===== src/rtl/alu_issue_pkg.sv =====
// Shared MIPS ISA constants (opcodes, ALU function codes) and the issue-stage
// output bundle used by the decoder and the ID/EX register.
package alu_issue_pkg;

    localparam logic [5:0] OP_RTYPE = 6'h00;
    localparam logic [5:0] OP_BEQ   = 6'h04;
    localparam logic [5:0] OP_BNE   = 6'h05;
    localparam logic [5:0] OP_ADDI  = 6'h08;
    localparam logic [5:0] OP_ADDIU = 6'h09;
    localparam logic [5:0] OP_SLTI  = 6'h0A;
    localparam logic [5:0] OP_SLTIU = 6'h0B;
    localparam logic [5:0] OP_ANDI  = 6'h0C;
    localparam logic [5:0] OP_ORI   = 6'h0D;
    localparam logic [5:0] OP_XORI  = 6'h0E;
    localparam logic [5:0] OP_LUI   = 6'h0F;
    localparam logic [5:0] OP_LW    = 6'h23;
    localparam logic [5:0] OP_SW    = 6'h2B;

    // ALU function codes reuse the R-type funct encoding; FUN_NO is an unused slot.
    localparam logic [5:0] FUN_SLL  = 6'h00;
    localparam logic [5:0] FUN_SRL  = 6'h02;
    localparam logic [5:0] FUN_SRA  = 6'h03;
    localparam logic [5:0] FUN_SLLV = 6'h04;
    localparam logic [5:0] FUN_SRLV = 6'h06;
    localparam logic [5:0] FUN_SRAV = 6'h07;
    localparam logic [5:0] FUN_JR   = 6'h08;
    localparam logic [5:0] FUN_ADD  = 6'h20;
    localparam logic [5:0] FUN_ADDU = 6'h21;
    localparam logic [5:0] FUN_SUB  = 6'h22;
    localparam logic [5:0] FUN_SUBU = 6'h23;
    localparam logic [5:0] FUN_AND  = 6'h24;
    localparam logic [5:0] FUN_OR   = 6'h25;
    localparam logic [5:0] FUN_XOR  = 6'h26;
    localparam logic [5:0] FUN_NOR  = 6'h27;
    localparam logic [5:0] FUN_SLT  = 6'h2A;
    localparam logic [5:0] FUN_SLTU = 6'h2B;
    localparam logic [5:0] FUN_NO   = 6'h3F;

    typedef struct packed {
        logic [31:0] op_a;
        logic [31:0] op_b;
        logic [5:0]  alu_funct;
        logic [4:0]  write_reg;
        logic        reg_write;
        logic        is_branch;
        logic        branch_ne;
        logic        illegal;
    } issue_t;

    localparam issue_t ISSUE_RESET = '{
        op_a:      32'd0,
        op_b:      32'd0,
        alu_funct: FUN_NO,
        write_reg: 5'd0,
        reg_write: 1'b0,
        is_branch: 1'b0,
        branch_ne: 1'b0,
        illegal:   1'b0
    };

    typedef enum logic {
        ST_EMPTY = 1'b0,
        ST_FULL  = 1'b1
    } state_t;

    function automatic logic [31:0] sext16(input logic [15:0] imm);
        return {{16{imm[15]}}, imm};
    endfunction

    function automatic logic [31:0] zext16(input logic [15:0] imm);
        return {16'd0, imm};
    endfunction

endpackage


===== src/rtl/alu_issue_decode.sv =====
// Combinational instruction decoder: maps an instruction word and its register
// operands onto the ALU operand/function bundle plus write-back control.
module issue_decode
    import alu_issue_pkg::*;
(
    input  logic [31:0] i_instr,
    input  logic [31:0] i_rs_data,
    input  logic [31:0] i_rt_data,
    output issue_t      o_dec
);

    logic [5:0]  w_op;
    logic [4:0]  w_rt;
    logic [4:0]  w_rd;
    logic [4:0]  w_shamt;
    logic [5:0]  w_funct;
    logic [15:0] w_imm;
    logic        w_unused_rs;
    issue_t      w_dec;

    assign w_op    = i_instr[31:26];
    assign w_rt    = i_instr[20:16];
    assign w_rd    = i_instr[15:11];
    assign w_shamt = i_instr[10:6];
    assign w_funct = i_instr[5:0];
    assign w_imm   = i_instr[15:0];

    // The rs index is resolved upstream; only its register value arrives here.
    assign w_unused_rs = ^i_instr[25:21];

    always_comb begin
        // NOTE: every field gets a default before the case so no path leaves it unassigned (no latch).
        w_dec           = ISSUE_RESET;
        w_dec.op_a      = i_rs_data;
        w_dec.op_b      = i_rt_data;
        w_dec.write_reg = w_rt;
        w_dec.reg_write = 1'b1;

        case (w_op)
            OP_RTYPE: begin
                w_dec.alu_funct = w_funct;
                w_dec.write_reg = w_rd;
                case (w_funct)
                    FUN_SLL, FUN_SRL, FUN_SRA: begin
                        w_dec.op_a = {27'd0, w_shamt};
                    end
                    FUN_JR: begin
                        w_dec.reg_write = 1'b0;
                    end
                    FUN_SLLV, FUN_SRLV, FUN_SRAV, FUN_ADD, FUN_ADDU, FUN_SUB,
                    FUN_SUBU, FUN_AND, FUN_OR, FUN_XOR, FUN_NOR, FUN_SLT,
                    FUN_SLTU: begin
                        w_dec.op_a = i_rs_data;
                    end
                    default: begin
                        w_dec.alu_funct = FUN_NO;
                        w_dec.illegal   = 1'b1;
                        w_dec.reg_write = 1'b0;
                    end
                endcase
            end
            OP_ADDI: begin
                w_dec.alu_funct = FUN_ADD;
                w_dec.op_b      = sext16(w_imm);
            end
            OP_ADDIU: begin
                w_dec.alu_funct = FUN_ADDU;
                w_dec.op_b      = sext16(w_imm);
            end
            OP_SLTI: begin
                w_dec.alu_funct = FUN_SLT;
                w_dec.op_b      = sext16(w_imm);
            end
            // sltiu still sign-extends; the comparison itself is unsigned.
            OP_SLTIU: begin
                w_dec.alu_funct = FUN_SLTU;
                w_dec.op_b      = sext16(w_imm);
            end
            OP_ANDI: begin
                w_dec.alu_funct = FUN_AND;
                w_dec.op_b      = zext16(w_imm);
            end
            OP_ORI: begin
                w_dec.alu_funct = FUN_OR;
                w_dec.op_b      = zext16(w_imm);
            end
            OP_XORI: begin
                w_dec.alu_funct = FUN_XOR;
                w_dec.op_b      = zext16(w_imm);
            end
            // lui is executed as (imm << 16) on the shifter.
            OP_LUI: begin
                w_dec.alu_funct = FUN_SLL;
                w_dec.op_a      = 32'd16;
                w_dec.op_b      = zext16(w_imm);
            end
            OP_LW: begin
                w_dec.alu_funct = FUN_ADDU;
                w_dec.op_b      = sext16(w_imm);
            end
            OP_SW: begin
                w_dec.alu_funct = FUN_ADDU;
                w_dec.op_b      = sext16(w_imm);
                w_dec.reg_write = 1'b0;
            end
            OP_BEQ, OP_BNE: begin
                w_dec.alu_funct = FUN_SUBU;
                w_dec.is_branch = 1'b1;
                w_dec.branch_ne = (w_op == OP_BNE);
                w_dec.reg_write = 1'b0;
            end
            default: begin
                w_dec.alu_funct = FUN_NO;
                w_dec.illegal   = 1'b1;
                w_dec.reg_write = 1'b0;
            end
        endcase

        // $0 is hard-wired; never claim a write to it.
        if (w_dec.write_reg == 5'd0) begin
            w_dec.reg_write = 1'b0;
        end
    end

    assign o_dec = w_dec;

endmodule


===== src/rtl/alu_issue.sv =====
// ID/EX issue register: single valid/ready stage holding the decoded ALU
// operands and write-back control, with stall, flush and synchronous reset.
module alu_issue
    import alu_issue_pkg::*;
(
    input  logic        clk,
    input  logic        resetN,
    input  logic        inValid,
    output logic        inReady,
    input  logic [31:0] instr,
    input  logic [31:0] rsData,
    input  logic [31:0] rtData,
    input  logic        flush,
    output logic        outValid,
    input  logic        outReady,
    output logic [31:0] opA,
    output logic [31:0] opB,
    output logic [5:0]  aluFunct,
    output logic [4:0]  writeReg,
    output logic        regWrite,
    output logic        isBranch,
    output logic        branchNe,
    output logic        illegal
);

    state_t r_state;
    state_t w_state_next;
    issue_t r_out;
    issue_t w_dec;
    logic   w_accept;
    logic   w_consume;

    issue_decode u_decode (
        .i_instr   (instr),
        .i_rs_data (rsData),
        .i_rt_data (rtData),
        .o_dec     (w_dec)
    );

    assign outValid  = (r_state == ST_FULL);
    assign inReady   = !outValid || outReady;
    assign w_accept  = inValid && inReady;
    assign w_consume = outValid && outReady;

    // Flush beats accept, accept beats consume: a same-cycle consume+accept stays FULL.
    always_comb begin
        w_state_next = r_state;
        if (flush) begin
            w_state_next = ST_EMPTY;
        end else if (w_accept) begin
            w_state_next = ST_FULL;
        end else if (w_consume) begin
            w_state_next = ST_EMPTY;
        end
    end

    // NOTE: sequential state uses non-blocking assignments so every flop samples pre-edge values.
    always_ff @(posedge clk) begin
        if (!resetN) begin
            r_state <= ST_EMPTY;
        end else begin
            r_state <= w_state_next;
        end
    end

    // Data fields only move on a load; flush just kills the side-effecting controls.
    always_ff @(posedge clk) begin
        if (!resetN) begin
            r_out <= ISSUE_RESET;
        end else if (flush) begin
            r_out.reg_write <= 1'b0;
            r_out.is_branch <= 1'b0;
        end else if (w_accept) begin
            r_out <= w_dec;
        end
    end

    assign opA      = r_out.op_a;
    assign opB      = r_out.op_b;
    assign aluFunct = r_out.alu_funct;
    assign writeReg = r_out.write_reg;
    assign regWrite = r_out.reg_write;
    assign isBranch = r_out.is_branch;
    assign branchNe = r_out.branch_ne;
    assign illegal  = r_out.illegal;

endmodule


===== config.mk =====
export PLATFORM = sky130hd
export DESIGN_NAME = alu_issue
export DESIGN_NICKNAME = d
export VERILOG_FILES = /design/src/rtl/alu_issue_pkg.sv /design/src/rtl/alu_issue_decode.sv /design/src/rtl/alu_issue.sv
export SDC_FILE = /design/constraint.sdc
export NUM_CORES = 1
export LEC_CHECK = 0
export ABC_CLOCK_PERIOD_IN_PS = 2730
export BUFFER_PORTS_ARGS = -buffer_cell sky130_fd_sc_hd__buf_4
export CAP_MARGIN = 20
export CORE_UTILIZATION = 49
export CTS_BUF_LIST = sky130_fd_sc_hd__clkbuf_8 sky130_fd_sc_hd__clkbuf_16
export DETAILED_ROUTE_END_ITERATION = 10
export PLACE_DENSITY_LB_ADDON = 0.1
export SYNTH_ARGS = -nofsm -noshare
export SYNTH_HDL_FRONTEND = slang
export SYNTH_SLANG_ARGS = --single-unit

===== constraint.sdc =====
create_clock -name clk -period 2.73 [get_ports clk]
set_clock_uncertainty 0.15 [all_clocks]
set_input_delay 0.546 -clock clk [delete_from_list [all_inputs] [get_ports clk]]
set_output_delay 0.546 -clock clk [all_outputs]
set_load 0.005 [all_outputs]

Word-level counts from Yosys, hierarchy flattened
Index checks and enable logic that the tools add are counted.

cells by class
  multiplexer cells = 14
  bitwise logic cells = 2
  reduce and logical (&&, ||, !) cells = 19
  eq/ne operators = 28

operators with widths
  operator            count
  $pmux 32 s2         2
  $eq 6x6->1 const B  12
  $pmux 6 s10         1
  $eq 6x4->1 const B  9
  $mux 32             1
  $eq 6x3->1 const B  5
  $reduce_or 17->1    1
  $reduce_or 16->1    1
  $eq 6x2->1 const B  2
  $logic_not 6->1     2
  $reduce_or 12->1    1
  $reduce_or 9->1     1
  $mux 6              1
  $reduce_or 3->1     2
  $reduce_or 6->1     1
  $logic_not 5->1     1
  $mux 1              5
  $mux 5              1
  $pmux 1 s2          2
  $reduce_or 2->1     2
  $reduce_or 4->1     1
  $logic_and 1x1->1   2
  $mux 2              1
  $not 1->1           2
  other kinds (4)     4

word-level totals
  input bits = 101
  flip-flop bits (word level) = 80

Logic depth before layout (Yosys ltp)
Gate-level depths: netlist of the first run.

  word-level depth = 5
  gate-level depth with buffers = 8
  gate-level depth less buffers = 5

Modules after synthesis
A second synthesis of the first run with hierarchy kept.

second synthesis, totals
  cells, all modules = 536
  area total of the unflattened synthesis = 4,415.5 um^2

by module, submodules not included
  module        instances  sequential area each (um^2)  cells each  area an instance (um^2)
  alu_issue     1          1,601.5                      350         3,235.6
  issue_decode  1          0.0                          186         1,179.9

Worst setup path after synthesis of the first run
Ideal clock, no wire load.

  path kind = input port to flip-flop
  start point = input port instr[31]
  end point = register r_out, in the netlist opA[0]
  arrival time = 1.680 ns
  buffers on the path = 2
  setup slack = 0.780 ns
  stages = 7
  path through = buf_4 -> or2_1 -> nor3_2 -> a211oi_2 -> buf_4 -> a32oi_1 -> a21boi_1

on the way
  cells in the longest elaborated chain, start to end = 2
  elaborated cells on any way between the ends = 3
  those cells by class = eq/ne (1); mux (1); reduce/logical (1)

ends and longest elaborated chain
  element                                               RTL line                source
  from (decl)                                           alu_issue.sv:10         input logic [31:0] instr,
  $eq 6x4->1 / $logic_not 6->1 (equally long branches)  alu_issue_decode.sv:39  case (w_op)
  $pmux 32 s2 (*)                                       alu_issue_decode.sv:39
  to (signal assigned)                                  alu_issue.sv:74         r_out <= w_dec;
  to (decl)                                             alu_issue.sv:28         issue_t r_out;

Mark *: on every way between the ends. The rest lies on a longest branch, timed or not.
A chain may end at the register's enable or synchronous reset.

Worst setup path after layout of the first run
  start point = input port instr[3]
  end point = register r_out, in the netlist opA[21]

on the way
  cells in the longest elaborated chain, start to end = 4
  elaborated cells on any way between the ends = 6
  those cells by class = eq/ne (2); mux (2); reduce/logical (2)

ends and longest elaborated chain
  element                                               RTL line                source
  $eq 6x2->1 / $logic_not 6->1 (equally long branches)  alu_issue_decode.sv:43  case (w_funct)
  $reduce_or 3->1 (*)                                   --
  $mux 32 (*)                                           alu_issue_decode.sv:43
  $pmux 32 s2 (*)                                       alu_issue_decode.sv:39

Marked as above.

==> results.sh, run 1 <==
export IMPL_first_pass_iters=5
export IMPL_final_layout_size_suffix_gt1_share_pct=35.80
export IMPL_wl_mm=10.10
export IMPL_synthToLayoutAreaGrowth_pct=45.54
export IMPL_post_route_period_util_pct=72.30
export IMPL_clockRootBuffer="clkbuf_8"
export IMPL_die_x_um=86.09
export IMPL_design_area_um2=5042
export IMPL_grt_usage_pct=26.94
export IMPL_final_antenna_net_count=0
export IMPL_min_delay_start="rtData[29]"
export IMPL_finalMaxSlewViolations=0
export IMPL_cts_tree="yes"
export IMPL_synth_top_area_cell="dfxtp_1"
export IMPL_r2r_slack_ns=0.77
export IMPL_post_dp_cell_area_um2=4837
export IMPL_max_freq_ghz=0.5067
export IMPL_fin_setup_tns_ns=0
export IMPL_use_met2_pct=43.72
export IMPL_holdPathEnd="opB[29]$_SDFFE_PN0P_"
export IMPL_ir_drop_uv=368.6
export IMPL_synth_edf_count=0
export IMPL_relSlewSlack_pct=53.09
export IMPL_met3_usage_pct=8.855
export IMPL_r2r_end="opA[21]$_SDFFE_PN0P_"
export IMPL_syn_nets=516
export IMPL_criticalPathCategory="input port to flop"
export IMPL_setup_ws_ns=0.7563
export IMPL_critPathLaunchType="input port"
export IMPL_p_leak_nw=2.281
export IMPL_async_flop_share_pct=0
export IMPL_die_area_um2=7411
export IMPL_cellPowerDensity_nw_per_um2=517.2
export IMPL_n_fill_cell=508
export IMPL_post_drt_wl_per_cell_um=14.91
export IMPL_nNetsFinal=677
export IMPL_vias_per_cell=5.405
export IMPL_rsz0062_at_grt="false"
export IMPL_endpoint_kind="flop"
export IMPL_gp_congestion=0.8729
export IMPL_grt_busiest_layer="met2"
export IMPL_finalHoldViolations=0
export IMPL_design_power_total_mw=2.608
export IMPL_multi_input_area_um2=1695
export IMPL_synth_avg_cell_area_um2=8.348
export IMPL_min_path_type="input port to flop"
export IMPL_post_route_drc_count=0
export IMPL_r2r_start="outValid$_SDFFE_PP0P_"
export IMPL_critical_path_peak_fanout=16
export IMPL_ys_warnings_count=0
export IMPL_ctsResizeCount=0
export IMPL_regArea_um2=1602
export IMPL_worstPathArrival_ns=2.11
export IMPL_cts_buffers_inserted=9
export IMPL_layout_common_cells="183 x buf_4, 80 x dfxtp_1, 58 x nand2_1"
export IMPL_grt_pass1_vias=3492
export IMPL_ys_types=41
export IMPL_status="completed"
export IMPL_gr_total_overflow=0
export IMPL_portBuffers=176
export IMPL_cts_sinks=80
export IMPL_clk_latency_ns=0.34
export IMPL_htree_levels=3
export IMPL_timing_max_cap_violations=0
export IMPL_post_cts_buffers=0
export IMPL_seq_area_frac_synth_pct=46.23
export IMPL_layout_commonest_cell="buf_4"
export IMPL_rr_worst_depth=6
export IMPL_hold_buffers=0
export IMPL_antenna_found_initial=0
export IMPL_clock_path_buffers=2
export IMPL_fin_cells=677
export IMPL_place_ws_ns=0.4020
export IMPL_worstMarginPinSlew_ns=0.7014
export IMPL_grt_pass1_wl_mm=15.86
export IMPL_crit_required_ns=2.87
export IMPL_setup_viol=0
export IMPL_syn_area_um2=3465
export IMPL_met1_usage_pct=32.67
export IMPL_whs_path_depth=3
export IMPL_syn_inst=415
export IMPL_synth_top_cell_area_share_pct=46.23
export IMPL_path_clk_slew_ns=0.09
export IMPL_synth_area_top_cells="dfxtp_1 46%, nand2_1 6.3%, a22oi_1 6.1%"
export IMPL_start_util_pct=50.99
export IMPL_period_needed_ns=1.974
export IMPL_n_antenna_cell=0
export IMPL_pin_count=182
export IMPL_dpl_hpwl_mm=7.153
export IMPL_grt_start_max_net_pins=80
export IMPL_dp_cells=661
export IMPL_die_h_um=86.09
export IMPL_ys_flop_type="dfxtp_1"
export IMPL_core_area_um2=6794
export IMPL_ys_seq_elements=80
export IMPL_vias=3659
export IMPL_drtIter0Drc=213
export IMPL_num_rows=30
metrics by stage:
stage | hold slack [ns] | utilization (%)
final | 0.2922 | 74.22
after global routing | 0.2873 | 74.22
after CTS | 0.2809 | 74.22
after detailed placement | 0.2964 | 71.20
after global placement | 0.2883 | 70.98
after floorplan | 0.2972 | -
Yosys cell counts (all sizes together), types with 2 or more instances:
| cell type | count |
|---|---|
| a211oi | 3 |
| a21boi | 5 |
| a21oi | 26 |
| a22oi | 28 |
| a31oi | 19 |
| a32oi | 4 |
| and2 | 2 |
| and3 | 2 |
| buf | 18 |
| clkbuf | 17 |
| dfxtp | 80 |
| inv | 3 |
| mux2i | 3 |
| nand2 | 58 |
| nand2b | 5 |
| nand3 | 8 |
| nand3b | 2 |
| nand4b | 2 |
| nor2 | 32 |
| nor2b | 29 |
| nor3 | 6 |
| o211a | 6 |
| o21ai | 42 |
| o221ai | 3 |
worst max path at each step:
stage,end,startpoint,depth (start not counted),slack [ns]
after detailed placement,opA[21]$_SDFFE_PN0P_,instr[0],8,0.40
after global placement,opA[1]$_SDFFE_PN0P_,instr[1],7,0.19
after CTS,opA[21]$_SDFFE_PN0P_,outValid$_SDFFE_PP0P_,6,0.76
after global routing,opA[21]$_SDFFE_PN0P_,outValid$_SDFFE_PP0P_,6,0.63
final,opA[21]$_SDFFE_PN0P_,instr[3],8,0.76
after floorplan,opA[0]$_SDFFE_PN0P_,instr[31],7,0.78
kinds of logic (layout without fill, tap and decap cells):
| logic type | count (synthesis) | count (layout) | share of synthesized area, % |
|---|---|---|---|
| AOI/OAI and AO/OA | 144 | 144 | 26.76 |
| buffers and inverters | 38 | 204 | 5.273 |
| DFF | 80 | 80 | 46.23 |
| muxes | 3 | 3 | 0.8668 |
| and+or+nand+nor | 150 | 150 | 20.87 |
power by group:
group | switching [mW] | internal [mW] | leakage (nW)
logic | 0.205 | 0.245 | 1.53
registers | 0.0320 | 1.23 | 0.656
clock network | 0.445 | 0.451 | 0.0989
sequential cells by signal, summed over array words and instances, names as in the netlist:
signal    cells
opB          32
isBranch      1
writeReg      5
branchNe      1
opA          32
illegal       1
aluFunct      6
regWrite      1
outValid      1
area by class of cell:
class                           count  area share [%]
Inverter                            3          0.2233
Clock inverter                      6           1.340
Sequential cell                    80           31.76
Clock buffer                       10           2.730
Multi-Input combinational cell    297           33.62
Timing Repair Buffer              185           27.94
Tap cell                           96           2.382
critical path, stage by stage:
cell      delay (ns)
buf_4           0.11
nor2_1          0.07
nor4b_1         0.14
buf_4           0.14
a211oi_4        0.63
buf_8           0.24
a22oi_1         0.08
nor2b_1         0.14
metal layers:
metal	vias to the layer above	part of all wire [%]
li1	1795	-
met1	1698	42
met2	147	47
met3	19	8.5
met4	0	2.4
met5	-	0
No activity file was read; power rests on OpenSTA's default activity.
==> inputs of run 2 (changes only) <==
--- a/config.mk
+++ b/config.mk
@@ -5,10 +5,10 @@
 export SDC_FILE = /design/constraint.sdc
 export NUM_CORES = 1
 export LEC_CHECK = 0
-export ABC_CLOCK_PERIOD_IN_PS = 2730
+export ABC_CLOCK_PERIOD_IN_PS = 1950
 export BUFFER_PORTS_ARGS = -buffer_cell sky130_fd_sc_hd__buf_4
 export CAP_MARGIN = 20
-export CORE_UTILIZATION = 49
+export CORE_UTILIZATION = 45
 export CTS_BUF_LIST = sky130_fd_sc_hd__clkbuf_8 sky130_fd_sc_hd__clkbuf_16
 export DETAILED_ROUTE_END_ITERATION = 10
 export PLACE_DENSITY_LB_ADDON = 0.1
==> constraint.sdc (replaced) <==
create_clock -name clk -period 1.95 [get_ports clk]
set_clock_uncertainty 0.15 [all_clocks]
set_input_delay 0.39 -clock clk [delete_from_list [all_inputs] [get_ports clk]]
set_output_delay 0.39 -clock clk [all_outputs]
set_load 0.005 [all_outputs]
==> run 2 against run 1 <==
  * Cell count is 5.0% higher
  * Count of clock-buffer cells in the layout is 1 lower
  * Via count is 2.6% higher
  * Setup slack worse by 0.58 ns
  * Final area is 4.8% higher
  * Hold slack worse by 0.16 ns
  * Utilization is 2.1 points lower
  * Power is 41% higher
  * Critical path depth is 1 lower
  * Sequential power is 40% higher
  * Largest power group unchanged
==> results.sh, run 2 (same netlist as run 1, synthesis figures left out) <==
export IMPL_status="completed"
export IMPL_clockRootBuffer="clkbuf_8"
export IMPL_ctsResizeCount=0
export IMPL_clock_path_buffers=2
export IMPL_portBuffers=176
export IMPL_gp_congestion=0.8417
export IMPL_path_clk_slew_ns=0.09
export IMPL_nNetsFinal=708
export IMPL_cts_buffers_inserted=9
export IMPL_rr_worst_depth=7
export IMPL_max_freq_ghz=0.5625
export IMPL_post_dp_cell_area_um2=5086
export IMPL_r2r_start="outValid$_SDFFE_PP0P_"
export IMPL_grt_pass1_vias=3554
export IMPL_n_antenna_cell=0
export IMPL_die_x_um=89.75
export IMPL_final_antenna_net_count=0
export IMPL_ir_drop_uv=407.6
export IMPL_gr_total_overflow=0
export IMPL_met1_usage_pct=32.73
export IMPL_cellPowerDensity_nw_per_um2=698.0
export IMPL_grt_pass1_wl_mm=17.20
export IMPL_crit_path_start="outValid$_SDFFE_PP0P_"
export IMPL_setup_viol=0
export IMPL_finalMaxSlewViolations=0
export IMPL_endpoint_kind="flop"
export IMPL_post_route_period_util_pct=91.17
export IMPL_worstMarginPinSlew_ns=0.4321
export IMPL_critPathLaunchType="flop"
export IMPL_criticalPathCategory="flop to flop"
export IMPL_p_leak_nw=2.432
export IMPL_design_power_total_mw=3.690
export IMPL_worstPathArrival_ns=1.91
export IMPL_crit_required_ns=2.08
export IMPL_min_path_type="input port to flop"
export IMPL_use_met2_pct=43.21
export IMPL_relSlewSlack_pct=71.10
export IMPL_clk_latency_ns=0.35
export IMPL_start_util_pct=47.26
export IMPL_grt_usage_pct=25.91
export IMPL_core_area_um2=7331
export IMPL_htree_levels=3
export IMPL_finalHoldViolations=0
export IMPL_first_pass_iters=5
export IMPL_place_ws_ns=-0.04688
export IMPL_post_cts_buffers=0
export IMPL_layout_commonest_cell="buf_4"
export IMPL_cts_sinks=80
export IMPL_layout_common_cells="213 x buf_4, 80 x dfxtp_1, 58 x nand2_1"
export IMPL_wl_mm=10.37
export IMPL_num_rows=31
export IMPL_fin_util_pct=72.11
export IMPL_pin_count=182
export IMPL_design_area_um2=5286
export IMPL_rsz0062_at_grt="false"
export IMPL_critical_path_peak_fanout=14
export IMPL_crit_path_frequent_cell="buf_4"
export IMPL_antenna_found_initial=0
export IMPL_slowest_delay_ns=0.32
export IMPL_timing_max_cap_violations=0
export IMPL_post_route_drc_count=0
export IMPL_worstPathCellList="nand2b_1, buf_4, nand2_1, nor2_4, buf_4, a32oi_1, a21boi_1"
export IMPL_setup_ws_ns=0.1722
export IMPL_final_layout_size_suffix_gt1_share_pct=39.05
export IMPL_drtIter0Drc=133
export IMPL_grt_busiest_layer="met2"
export IMPL_hold_buffers=0
export IMPL_die_area_um2=8054
export IMPL_met3_usage_pct=6.430
export IMPL_holdWs_ns=0.1273
export IMPL_vias=3753
export IMPL_synthToLayoutAreaGrowth_pct=52.58
export IMPL_vias_per_cell=5.278
export IMPL_grt_start_max_net_pins=59
export IMPL_period_needed_ns=1.778
export IMPL_crit_path_top_delay_cell="dfxtp_1"
export IMPL_n_fill_cell=605
export IMPL_r2r_end="opA[0]$_SDFFE_PN0P_"
export IMPL_r2r_slack_ns=0.17
export IMPL_die_h_um=89.75
export IMPL_post_drt_wl_per_cell_um=14.58
export IMPL_endpoint="opA[0]$_SDFFE_PN0P_"
export IMPL_cts_tree="yes"
export IMPL_dpl_hpwl_mm=7.625
[run 2: cell types whose count changed in the layout (fill, tap and decap cells not counted)]
cell | previous run | this run
buf_4 | 183 | 213
clkbuf_8 | 10 | 9
buf_12 | 1 | 2
inv_6 | 1 | 3
clkinv_4 | 1 | 0
[run 2: how the worst min path moves through the flow]
stage	startpoint	endpoint	slack (ns)	cells after the start
after floorplan	opA[0]$_SDFFE_PN0P_	opA[0]$_SDFFE_PN0P_	0.30	2
after global placement	opA[3]$_SDFFE_PN0P_	opA[3]$_SDFFE_PN0P_	0.29	2
after detailed placement	opA[3]$_SDFFE_PN0P_	opA[3]$_SDFFE_PN0P_	0.30	2
after CTS	rtData[28]	opB[28]$_SDFFE_PN0P_	0.11	3
after global routing	rtData[31]	opB[31]$_SDFFE_PN0P_	0.12	3
final	rtData[28]	opB[28]$_SDFFE_PN0P_	0.13	3
[run 2: cell type report]
cell class / instances / area [um2] / share of cell area (%)
repair buffers: 216 / 1654 / 31.29
flip-flops and latches: 80 / 1602 / 30.30
well taps: 99 / 123.9 / 2.343
inverters: 3 / 11.26 / 0.2130
multi-input cells: 297 / 1695 / 32.07
clock inverters: 7 / 76.32 / 1.444
clock buffers: 9 / 123.9 / 2.343
[run 2: critical path, delay by kind of cell (launching register included)]
family | cells | cell delay [ns]
compound gates | 2 | 0.32
simple gates | 3 | 0.52
buf+inv | 2 | 0.39
flops | 1 | 0.32
[run 2: routing by layer]
metal  share of wire (%)  vias up
li1                    -     1858
met1                  43     1737
met2                  47      148
met3                 8.4       10
met4                 1.1        0
met5                   0        -
[run 2: report_power, final]
| group | internal, mW | leakage [nW] | switching, mW |
|---|---|---|---|
| Sequential | 1.72 | 0.656 | 0.0465 |
| Combinational | 0.378 | 1.68 | 0.296 |
| Clock | 0.603 | 0.0966 | 0.643 |
| Total | 2.70 | 2.43 | 0.986 |
[run 2: stage by stage]
stage                     std cells  setup TNS, ns
after floorplan                 415              0
after global placement          694         -12.83
after detailed placement        695        -0.6568
after CTS                       711              0
after global routing            711              0
final                           711              0
==> inputs of run 3 (changes only) <==
--- a/config.mk
+++ b/config.mk
@@ -5,13 +5,13 @@
 export SDC_FILE = /design/constraint.sdc
 export NUM_CORES = 1
 export LEC_CHECK = 0
-export ABC_CLOCK_PERIOD_IN_PS = 1950
+export ABC_CLOCK_PERIOD_IN_PS = 2000
 export BUFFER_PORTS_ARGS = -buffer_cell sky130_fd_sc_hd__buf_4
 export CAP_MARGIN = 20
 export CORE_UTILIZATION = 45
 export CTS_BUF_LIST = sky130_fd_sc_hd__clkbuf_8 sky130_fd_sc_hd__clkbuf_16
 export DETAILED_ROUTE_END_ITERATION = 10
-export PLACE_DENSITY_LB_ADDON = 0.1
+export PLACE_DENSITY = 0.8
 export SYNTH_ARGS = -nofsm -noshare
 export SYNTH_HDL_FRONTEND = slang
 export SYNTH_SLANG_ARGS = --single-unit
==> constraint.sdc (replaced) <==
create_clock -name clk -period 2 [get_ports clk]
set_clock_uncertainty 0.15 [all_clocks]
set_input_delay 0.4 -clock clk [delete_from_list [all_inputs] [get_ports clk]]
set_output_delay 0.4 -clock clk [all_outputs]
set_load 0.005 [all_outputs]
==> run 3 against run 2 <==
  * Flip-flop and latch count is the same
  * Critical path depth shrank 1
  * Clock power is essentially flat
  * Routed wire length grew 2.9%
  * Critical endpoint is now opB[18]$_SDFFE_PN0P_
  * Sequential power shrank 2%
  * Cell count shrank 0.28%
  * Combinational power shrank 3.0%
  * Hold slack gained 0.025 ns
==> results.sh, run 3 (same netlist as run 1, synthesis figures left out) <==
export IMPL_status="completed"
export IMPL_r2r_slack_ns=0.20
export IMPL_worstPathArrival_ns=1.92
export IMPL_grt_pass1_wl_mm=17.68
export IMPL_layout_commonest_cell="buf_4"
export IMPL_die_h_um=89.75
export IMPL_post_cts_buffers=0
export IMPL_crit_path_top_delay_cell="a31o_2"
export IMPL_grt_usage_pct=26.68
export IMPL_wl_mm=10.67
export IMPL_fin_setup_tns_ns=0
export IMPL_slowest_delay_ns=0.38
export IMPL_cts_sinks=80
export IMPL_design_area_um2=5268
export IMPL_cts_tree="yes"
export IMPL_cp_top_family="compound AO/OA/AOI/OAI gates"
export IMPL_post_dp_cell_area_um2=5061
export IMPL_num_rows=31
export IMPL_dpl_hpwl_mm=8.018
export IMPL_die_x_um=89.75
export IMPL_n_antenna_cell=0
export IMPL_vias=3770
export IMPL_criticalPathCategory="flop to flop"
export IMPL_hold_buffers=0
export IMPL_max_freq_ghz=0.5568
export IMPL_clk_latency_ns=0.34
export IMPL_drtIter0Drc=189
export IMPL_critical_path_peak_fanout=34
export IMPL_pin_count=182
export IMPL_worstPathCellList="nand2b_1, nand3b_1, buf_4, a31o_2, a21oi_1, nor2_1"
export IMPL_first_pass_iters=4
export IMPL_clockRootBuffer="clkbuf_8"
export IMPL_antenna_found_initial=0
export IMPL_ctsResizeCount=0
export IMPL_finalMaxSlewViolations=0
export IMPL_final_antenna_net_count=0
export IMPL_min_path_type="input port to flop"
export IMPL_vias_per_cell=5.317
export IMPL_clock_path_buffers=2
export IMPL_n_fill_cell=605
export IMPL_critPathLaunchType="flop"
export IMPL_portBuffers=176
export IMPL_start_util_pct=47.26
export IMPL_finalHoldViolations=0
export IMPL_post_drt_wl_per_cell_um=15.04
export IMPL_cts_buffers_inserted=9
export IMPL_p_leak_nw=2.433
export IMPL_timing_max_cap_violations=0
export IMPL_path_clk_slew_ns=0.08
export IMPL_rsz0062_at_grt="false"
export IMPL_design_power_total_mw=3.643
export IMPL_post_route_drc_count=0
export IMPL_period_needed_ns=1.796
export IMPL_cellPowerDensity_nw_per_um2=691.6
export IMPL_endpoint_kind="flop"
export IMPL_relSlewSlack_pct=70.65
export IMPL_layout_common_cells="215 x buf_4, 80 x dfxtp_1, 58 x nand2_1"
export IMPL_gr_total_overflow=0
export IMPL_core_area_um2=7331
export IMPL_nNetsFinal=708
export IMPL_die_area_um2=8054
export IMPL_final_layout_size_suffix_gt1_share_pct=38.85
export IMPL_grt_start_max_net_pins=35
export IMPL_grt_pass1_vias=3724
export IMPL_post_route_period_util_pct=89.79
export IMPL_synthToLayoutAreaGrowth_pct=52.04
export IMPL_htree_levels=3
export IMPL_gp_congestion=0.8952
export IMPL_crit_required_ns=2.12
export IMPL_ir_drop_uv=408.0
export IMPL_worstMarginPinSlew_ns=0.4388
export IMPL_path_buf_inv=1
export IMPL_setup_viol=0
==> run 3: area by class of cell <==
type                       count  area [um2]  area share (%)
multi-input combinational    297        1695           32.19
inverter                       3       11.26          0.2138
sequential                    80        1602           30.40
tap                           99       123.9           2.352
timing repair buffer         216        1629           30.93
clock buffer                   9       123.9           2.352
clock inverter                 5       82.58           1.568
==> run 3: final timing paths <==
check	start	end	cells after the start
setup reg to reg	outValid$_SDFFE_PP0P_	opB[18]$_SDFFE_PN0P_	6
hold reg to reg	opA[0]$_SDFFE_PN0P_	opA[0]$_SDFFE_PN0P_	2
hold / removal	rtData[29]	opB[29]$_SDFFE_PN0P_	3
setup / recovery	outValid$_SDFFE_PP0P_	opB[18]$_SDFFE_PN0P_	6
==> run 3: routing by layer <==
layer  track usage [%]  vias up  part of all wire (%)
met5                 0        -                     0
met4             8.743        0                   1.6
met3             6.176       17                   7.5
met2             45.83      142                    49
met1             32.87     1755                    42
li1                  -     1856                     -
==> run 3: power breakdown <==
part	total, mW	switching, mW	leakage (nW)	internal, mW
Combinational	0.654	0.289	1.67	0.365
Clock	1.26	0.568	0.106	0.694
Sequential	1.73	0.0468	0.656	1.68
==> run 3: stage by stage <==
step                      utilization, %  instances  worst slack, ns  hold WS, ns
final                              71.86        709           0.2041       0.1520
after CTS                          71.86        709           0.1871       0.1379
after global routing               71.86        709          0.03484       0.1525
after floorplan                        -        415           0.1963       0.2972
after detailed placement           69.04        695         -0.02820       0.2941
after global placement             68.83        694          -0.3872       0.2900
==> run 3: tightest hold or removal path, stage by stage <==
cell	delay, ns
buf_4	0.08
a21oi_1	0.05
nor2_1	0.08
